==> src/rtl/hazard_ctrl_pkg.sv <==
// Shared RV32I pipeline types: register index and hazard-controller FSM state.
// No logic; types only.
// No flow control.
package rv32i_types;

    typedef logic [4:0] rv32i_reg;

    // Hazard-controller state. It lives here beside the other pipeline enums.
    typedef enum logic [0:0] {
        RUN    = 1'b0,
        MSTALL = 1'b1
    } hazard_state_t;

endpackage

==> src/rtl/hazard_ctrl_perf_counter.sv <==
// Free-running event counter that wraps modulo 2^CNT_W.
// Count is visible one cycle after the inc cycle.
// No backpressure; inc is sampled every cycle.
module perf_counter #(
    parameter int CNT_W = 32
) (
    input  logic             clk,
    input  logic             rst,
    input  logic             inc,
    output logic [CNT_W-1:0] count
);

    logic [CNT_W-1:0] count_q;
    logic [CNT_W-1:0] count_d;

    always_comb begin
        count_d = count_q;
        if (inc) begin
            count_d = count_q + CNT_W'(1);
        end
    end

    always_ff @(posedge clk) begin
        if (rst) begin
            count_q <= '0;
        end else begin
            count_q <= count_d;
        end
    end

    assign count = count_q;

endmodule

==> src/rtl/hazard_ctrl.sv <==
// Pipeline hazard control: memory stalls, branch flushes, load-use bubbles, perf counters.
// Zero-cycle latency: all enables are combinational from inputs and done flags.
// A memory miss freezes every stage; done flags mask responses already received.
module hazard_ctrl
    import rv32i_types::*;
#(
    parameter int CNT_W = 32
) (
    input  logic             clk,
    input  logic             rst,
    input  rv32i_reg         ID_rs1_i,
    input  rv32i_reg         ID_rs2_i,
    input  logic             ID_use_rs1_i,
    input  logic             ID_use_rs2_i,
    input  rv32i_reg         EX_rd_i,
    input  logic             EX_mem_read_i,
    input  logic             EX_br_taken_i,
    input  logic             imem_read_i,
    input  logic             imem_resp_i,
    input  logic             dmem_req_i,
    input  logic             dmem_resp_i,
    output logic             pc_load_o,
    output logic             IF_ID_load_o,
    output logic             ID_EX_load_o,
    output logic             EX_MEM_load_o,
    output logic             MEM_WB_load_o,
    output logic             IF_ID_flush_o,
    output logic             ID_EX_flush_o,
    output logic             imem_capture_o,
    output logic             imem_mask_o,
    output logic             dmem_mask_o,
    output logic [CNT_W-1:0] stall_cnt_o,
    output logic [CNT_W-1:0] bubble_cnt_o,
    output logic [CNT_W-1:0] flush_cnt_o
);

    hazard_state_t state_q, state_d;
    logic imem_done_q, imem_done_d;
    logic dmem_done_q, dmem_done_d;
    logic imem_busy, dmem_busy, mstall;
    logic rs1_hit, rs2_hit, load_use;
    logic do_flush, do_bubble;

    always_comb begin
        imem_busy = imem_read_i & ~imem_resp_i & ~imem_done_q;
        dmem_busy = dmem_req_i & ~dmem_resp_i & ~dmem_done_q;
        mstall    = imem_busy | dmem_busy;

        rs1_hit  = ID_use_rs1_i & (EX_rd_i == ID_rs1_i);
        rs2_hit  = ID_use_rs2_i & (EX_rd_i == ID_rs2_i);
        load_use = EX_mem_read_i & (|EX_rd_i) & (rs1_hit | rs2_hit);

        // A taken branch kills the dependent ID instruction, so it outranks load-use.
        do_flush  = ~mstall & EX_br_taken_i;
        do_bubble = ~mstall & ~EX_br_taken_i & load_use;

        pc_load_o     = ~mstall & ~do_bubble;
        IF_ID_load_o  = ~mstall & ~do_bubble;
        ID_EX_load_o  = ~mstall;
        EX_MEM_load_o = ~mstall;
        MEM_WB_load_o = ~mstall;
        IF_ID_flush_o = do_flush;
        ID_EX_flush_o = do_flush | do_bubble;

        imem_capture_o = mstall & imem_resp_i;
        imem_mask_o    = imem_done_q;
        dmem_mask_o    = dmem_done_q;

        // Flags remember a response that came back while the other side still stalls.
        imem_done_d = mstall ? (imem_done_q | imem_resp_i) : 1'b0;
        dmem_done_d = mstall ? (dmem_done_q | dmem_resp_i) : 1'b0;
        state_d     = mstall ? MSTALL : RUN;
    end

    always_ff @(posedge clk) begin
        if (rst) begin
            state_q     <= RUN;
            imem_done_q <= 1'b0;
            dmem_done_q <= 1'b0;
        end else begin
            state_q     <= state_d;
            imem_done_q <= imem_done_d;
            dmem_done_q <= dmem_done_d;
        end
    end

    always_ff @(posedge clk) begin
        if (!rst) begin
            assert (!(imem_done_q | dmem_done_q) || (state_q == MSTALL))
                else $error("hazard_ctrl: done flag held outside MSTALL");
        end
    end

    perf_counter #(.CNT_W(CNT_W)) u_stall_cnt (
        .clk   (clk),
        .rst   (rst),
        .inc   (mstall),
        .count (stall_cnt_o)
    );

    perf_counter #(.CNT_W(CNT_W)) u_bubble_cnt (
        .clk   (clk),
        .rst   (rst),
        .inc   (do_bubble),
        .count (bubble_cnt_o)
    );

    perf_counter #(.CNT_W(CNT_W)) u_flush_cnt (
        .clk   (clk),
        .rst   (rst),
        .inc   (do_flush),
        .count (flush_cnt_o)
    );

endmodule

==> config.mk <==
export PLATFORM = sky130hd
export DESIGN_NAME = hazard_ctrl
export DESIGN_NICKNAME = d
export VERILOG_FILES = /design/src/rtl/hazard_ctrl_pkg.sv /design/src/rtl/hazard_ctrl_perf_counter.sv /design/src/rtl/hazard_ctrl.sv
export SDC_FILE = /design/constraint.sdc
export NUM_CORES = 1
export LEC_CHECK = 0
export ABC_AREA = 0
export ABC_CLOCK_PERIOD_IN_PS = 3400
export BUFFER_PORTS_ARGS = -buffer_cell sky130_fd_sc_hd__buf_2
export CAP_MARGIN = 5
export CORE_ASPECT_RATIO = 1.75
export CORE_MARGIN = 2
export CORE_UTILIZATION = 56
export DETAILED_ROUTE_END_ITERATION = 7
export PLACE_DENSITY = 0.84
export SLEW_MARGIN = 5
export SYNTH_ARGS = -nofsm -noshare
export SYNTH_HDL_FRONTEND = slang
export SYNTH_SLANG_ARGS = --single-unit
==> constraint.sdc <==
create_clock -name clk -period 3.4 [get_ports clk]
set_input_delay 0.34 -clock clk [delete_from_list [all_inputs] [get_ports clk]]
set_output_delay 0.34 -clock clk [all_outputs]
set_load 0.01 [all_outputs]
==> qor.yml <==
floorplanning:
  core_area_um2: 8560
  chip_width_um: 74.6
  ios: 131
  design.die.area_um2: 9520
  initial_core_util: 0.571
  floorplan.die.height_um: 128
  rows: 45
timing:
  fin_hold_ws_ns: 0.310
  achievable-frequency_ghz: 0.385
  final_sum_of_negative_setup_slack_ns: 0
  finalSetupViolations: 0
  finalClockSkew_ns: 0.00930
  timing.final.crit_share: 0.765
  hold_violations: 0
  finalMaxSlewViolations: 0
  timing.max_slew.rel_slack: 0.324
  rsz_0062_raised_after_global_routing: "no"
  worst_slew_pin_slew_ns: 1.01
  final_period_minus_worst_setup_slack_ns: 2.60
synth:
  ys.warnings.count: 0
  synthesis.area_per_instance_um2: 8.42
  main_combinational_cell_family_by_area_after_synthesis: "simple AND/OR/NAND/NOR gates"
  synth_xor_xnor_area_share: 0.113
  cell_count_after_synthesis: 580
  synth_compound_area_frac: 0.106
  synth.cell_area_um2: 4880
  synth.yosys.seq_area_share: 0.402
  netlist-cell-type-count: 43
  synthAdderAreaFrac: 0.00768
  simple_logic_cell_fraction_of_the_synthesized_area: 0.311
  synth_seq_cells: 98
  syn_nets: 608
  synth.area.mux_share: 0.00922
power:
  comb_power_share: 0.051
  power.sequential.fraction: 0.469
  power_per_cell_area_nw_per_um2: 418
  irDropWorstVdd_mv: 0.280
  clkPwrFrac: 0.480
  net-switching-power_uw: 517
  p_int_mw: 1.96
  leakage_nw: 2.26
  switching_share: 0.209
worst_setup_path:
  reg2reg_from: "dmem_mask_o"
  critical_path.reg2reg.endpoint: "u_bubble_cnt.count[13]"
  crit_path_max_delay_cell_type: "sky130_fd_sc_hd__or3b_2"
  worstSetupEndpointType: "output port"
  critical_path.n_buffers_inverters: 3
  start_to_end_type_of_the_worst_setup_path: "reg -> out"
  setup.worst_path.start_class: "register"
  crit_path_max_incr_delay_ns: 0.51
  timing.reg2reg.setup_slack_ns: 1.13
  critical_path_peak_fanout: 21
  critical_path_arrival_ns: 2.26
  worstPathRequired_ns: 3.06
  reg2reg_depth: 7
  cp_top_family: "simple AND/OR/NAND/NOR gates"
  crit_chain: "or3b_2, nand2_2, inv_2, o2111ai_4, buf_4, o21ai_0, buf_2"
routing:
  first_pass_detailed_route_iteration_total: 5
  detailroute.via_count: 4796
  routed_wire_length_per_instance_um: 15.5
  drt_wl_total_um: 12600
  dr_drc_count: 0
  ant_nets: 0
  initialDrtViolationCount: 332
  avgViaCountPerCell: 5.90
clock_tree:
  number_of_buffers_added_by_the_clock_tree_synthesis_step: 9
  holdBufCountCts: 0
  cts_tree: "built"
  cts.sinks: 98
  cts_max_level: 3
  insertion_delay_ns: 0.34
  cts-resized-gates: 0
  cts_root_buf: "sky130_fd_sc_hd__clkbuf_16"
  buffer_count_from_post_cts_setup_fixing: 0
  clock_tree_buf_depth: 2
  cts.reportedPaths.clkPinSlew_ns: 0.06
flow_run:
  drv.max_cap_violation_count: 0
final_layout:
  fillers: 712
  area_growth_syn_to_layout_pct: 21.2
  antennaDiodeCount: 0
  postLayoutCellArea_um2: 5920
  multi_input_comb_area_um2: 2680
  ratio_of_cells_with_drive_above_1_in_the_final_layout: 0.244
  number_of_nets_in_the_layout: 719
  area.sequential_um2: 1960
  final-instance-count-excl-fill: 813
min_path:
  timing.hold.worst.start: "imem_resp_i"
  holdCritPathClass: "in -> reg"
  min_path_cells: 3
  hold_path_end: "imem_mask_o"
place:
  dpl.hpwl_um: 9050
  place_congestion: 0.833
  dpl-instance-area_um2: 5570
  numPortBuffers: 130
  post-place-cells: 797
global_routing:
  grt_start_max_net_pins: 57
  grt.overflow.total: 0
  number_of_antenna_violations_at_the_first_check_in_global_routing: 0
  globalRouteTotalUtil: 0.271
  first_global_vias: 4495
  grt_pass1_wl_um: 20500
status:
  outcome: "finished, final reports clean"
cells in the mapped netlist, drive strengths merged:
master   number  share of area
nor4b         1         0.0018
ha            3         0.0077
o21ba         2         0.0041
or3b          3         0.0054
and2          5         0.0064
or4b          2         0.0041
o21ai        11          0.011
o41ai         2         0.0036
nor2b         4         0.0051
a21oi        38          0.040
o31ai        23          0.035
nor3         24          0.026
nor3b         5         0.0077
nand2b        1         0.0013
nand4        28          0.036
dfxtp        98           0.40
xnor2        39          0.070
a32oi         1         0.0033
nor4         17          0.023
or4          25          0.038
and3          9          0.012
o2111ai       1         0.0031
xor2         24          0.043
o211ai        1         0.0015
inv          16          0.012
o31a          2         0.0036
and4         14          0.025
clkbuf       21          0.016
or3          10          0.013
nand3        32          0.033
nor2         68          0.052
buf          18          0.023
mux2          4         0.0092
nand2        28          0.022
cell usage in the layout (no fill, tap or decap), types with 3 or more instances in the layout:
master                      netlist  final
sky130_fd_sc_hd__or4_1           25     25
sky130_fd_sc_hd__nor2_1          68     68
sky130_fd_sc_hd__and4_1          14     14
sky130_fd_sc_hd__nand2_1         27     27
sky130_fd_sc_hd__and2_1           5      5
sky130_fd_sc_hd__o31ai_1         23     23
sky130_fd_sc_hd__nor2b_1          4      4
sky130_fd_sc_hd__dfxtp_1         98     98
sky130_fd_sc_hd__or3_1           10     10
sky130_fd_sc_hd__xor2_1          24     24
sky130_fd_sc_hd__or3b_2           3      3
sky130_fd_sc_hd__xnor2_1         39     39
sky130_fd_sc_hd__buf_4            5      9
sky130_fd_sc_hd__ha_1             3      3
sky130_fd_sc_hd__mux2_2           4      4
sky130_fd_sc_hd__buf_2           10    130
sky130_fd_sc_hd__nor4_1          16     16
sky130_fd_sc_hd__nand3_1         32     32
sky130_fd_sc_hd__nor3b_1          5      5
sky130_fd_sc_hd__nand4_1         28     28
sky130_fd_sc_hd__bufinv_16        0      3
sky130_fd_sc_hd__a21oi_1         37     37
sky130_fd_sc_hd__clkbuf_16        0      9
sky130_fd_sc_hd__inv_1           15     15
sky130_fd_sc_hd__and3_1           9      9
sky130_fd_sc_hd__o21ai_0         10     10
sky130_fd_sc_hd__nor3_1          23     23
cell type report:
type,count,share of cell area
multi-input cells,427,0.453
clock buffers,12,0.0433
inverters,16,0.0101
flip-flops and latches,98,0.331
clock inverters,4,0.0165
well taps,117,0.0247
repair buffers,139,0.121
worst register-to-register path: stages, from the launching register on:
cell and delay (ns):
sky130_fd_sc_hd__dfxtp_1 0.36, sky130_fd_sc_hd__or3b_2 0.19, sky130_fd_sc_hd__nand2_2 0.13, sky130_fd_sc_hd__inv_2 0.18, sky130_fd_sc_hd__o2111ai_4 0.31, sky130_fd_sc_hd__buf_4 0.33, sky130_fd_sc_hd__nor4_1 0.30, sky130_fd_sc_hd__mux2_2 0.37
flip-flops by register name (all words and copies together), names as in the netlist:
name / cells
u_bubble_cnt.count: 32
u_flush_cnt.count: 32
u_stall_cnt.count: 32
dmem_mask_o: 1
imem_mask_o: 1
routing by layer:
metal  vias to the layer above  global-route usage  wire length, um  part of all wire
met5                         -                   0                0                 0
met4                         0               0.107              260             0.021
met3                        26              0.0623              672             0.053
met2                       148               0.474             6710              0.53
met1                      2292               0.309             4960              0.39
li1                       2330                   -                -                 -
how the worst max path moves through the flow:
stage                      from       endpoint  cells after the start
floorplan           dmem_resp_i      pc_load_o                      9
global placement     EX_rd_i[0]  ID_EX_flush_o                      6
detailed placement   EX_rd_i[0]  ID_EX_flush_o                      6
CTS                 dmem_mask_o  ID_EX_flush_o                      7
global route        dmem_mask_o  ID_EX_flush_o                      7
finish              dmem_mask_o  ID_EX_flush_o                      7
kinds of logic (layout without fill, tap and decap cells):
group                    Yosys count  in the layout
AO/OA/AOI/OAI                     81             81
XOR/XNOR                          63             63
adder cells (fa/ha/maj)            3              3
buffers and inverters             55            171
flip-flops                        98             98
multiplexers                       4              4
AND/OR/NAND/NOR                  276            276
power by group through the flow:
stage | clock network [mW] | logic [mW] | registers (mW)
after floorplan | 0 | 0.0761 | 1.19
after detailed placement | 0 | 0.125 | 1.19
after global routing | 1.26 | 0.138 | 1.16
after CTS | 1.20 | 0.126 | 1.16
after global placement | 0 | 0.120 | 1.19
final | 1.19 | 0.125 | 1.16
through the flow:
stage / power (mW) / setup slack [ns] / utilization
after floorplan: 1.26 / 1.08 / -
after global placement: 1.31 / 1.01 / 0.651
after detailed placement: 1.31 / 0.969 / 0.651
after global routing: 2.56 / 0.638 / 0.692
after CTS: 2.49 / 0.788 / 0.692
final: 2.47 / 0.801 / 0.692
No activity file was read; power rests on OpenSTA's default activity.
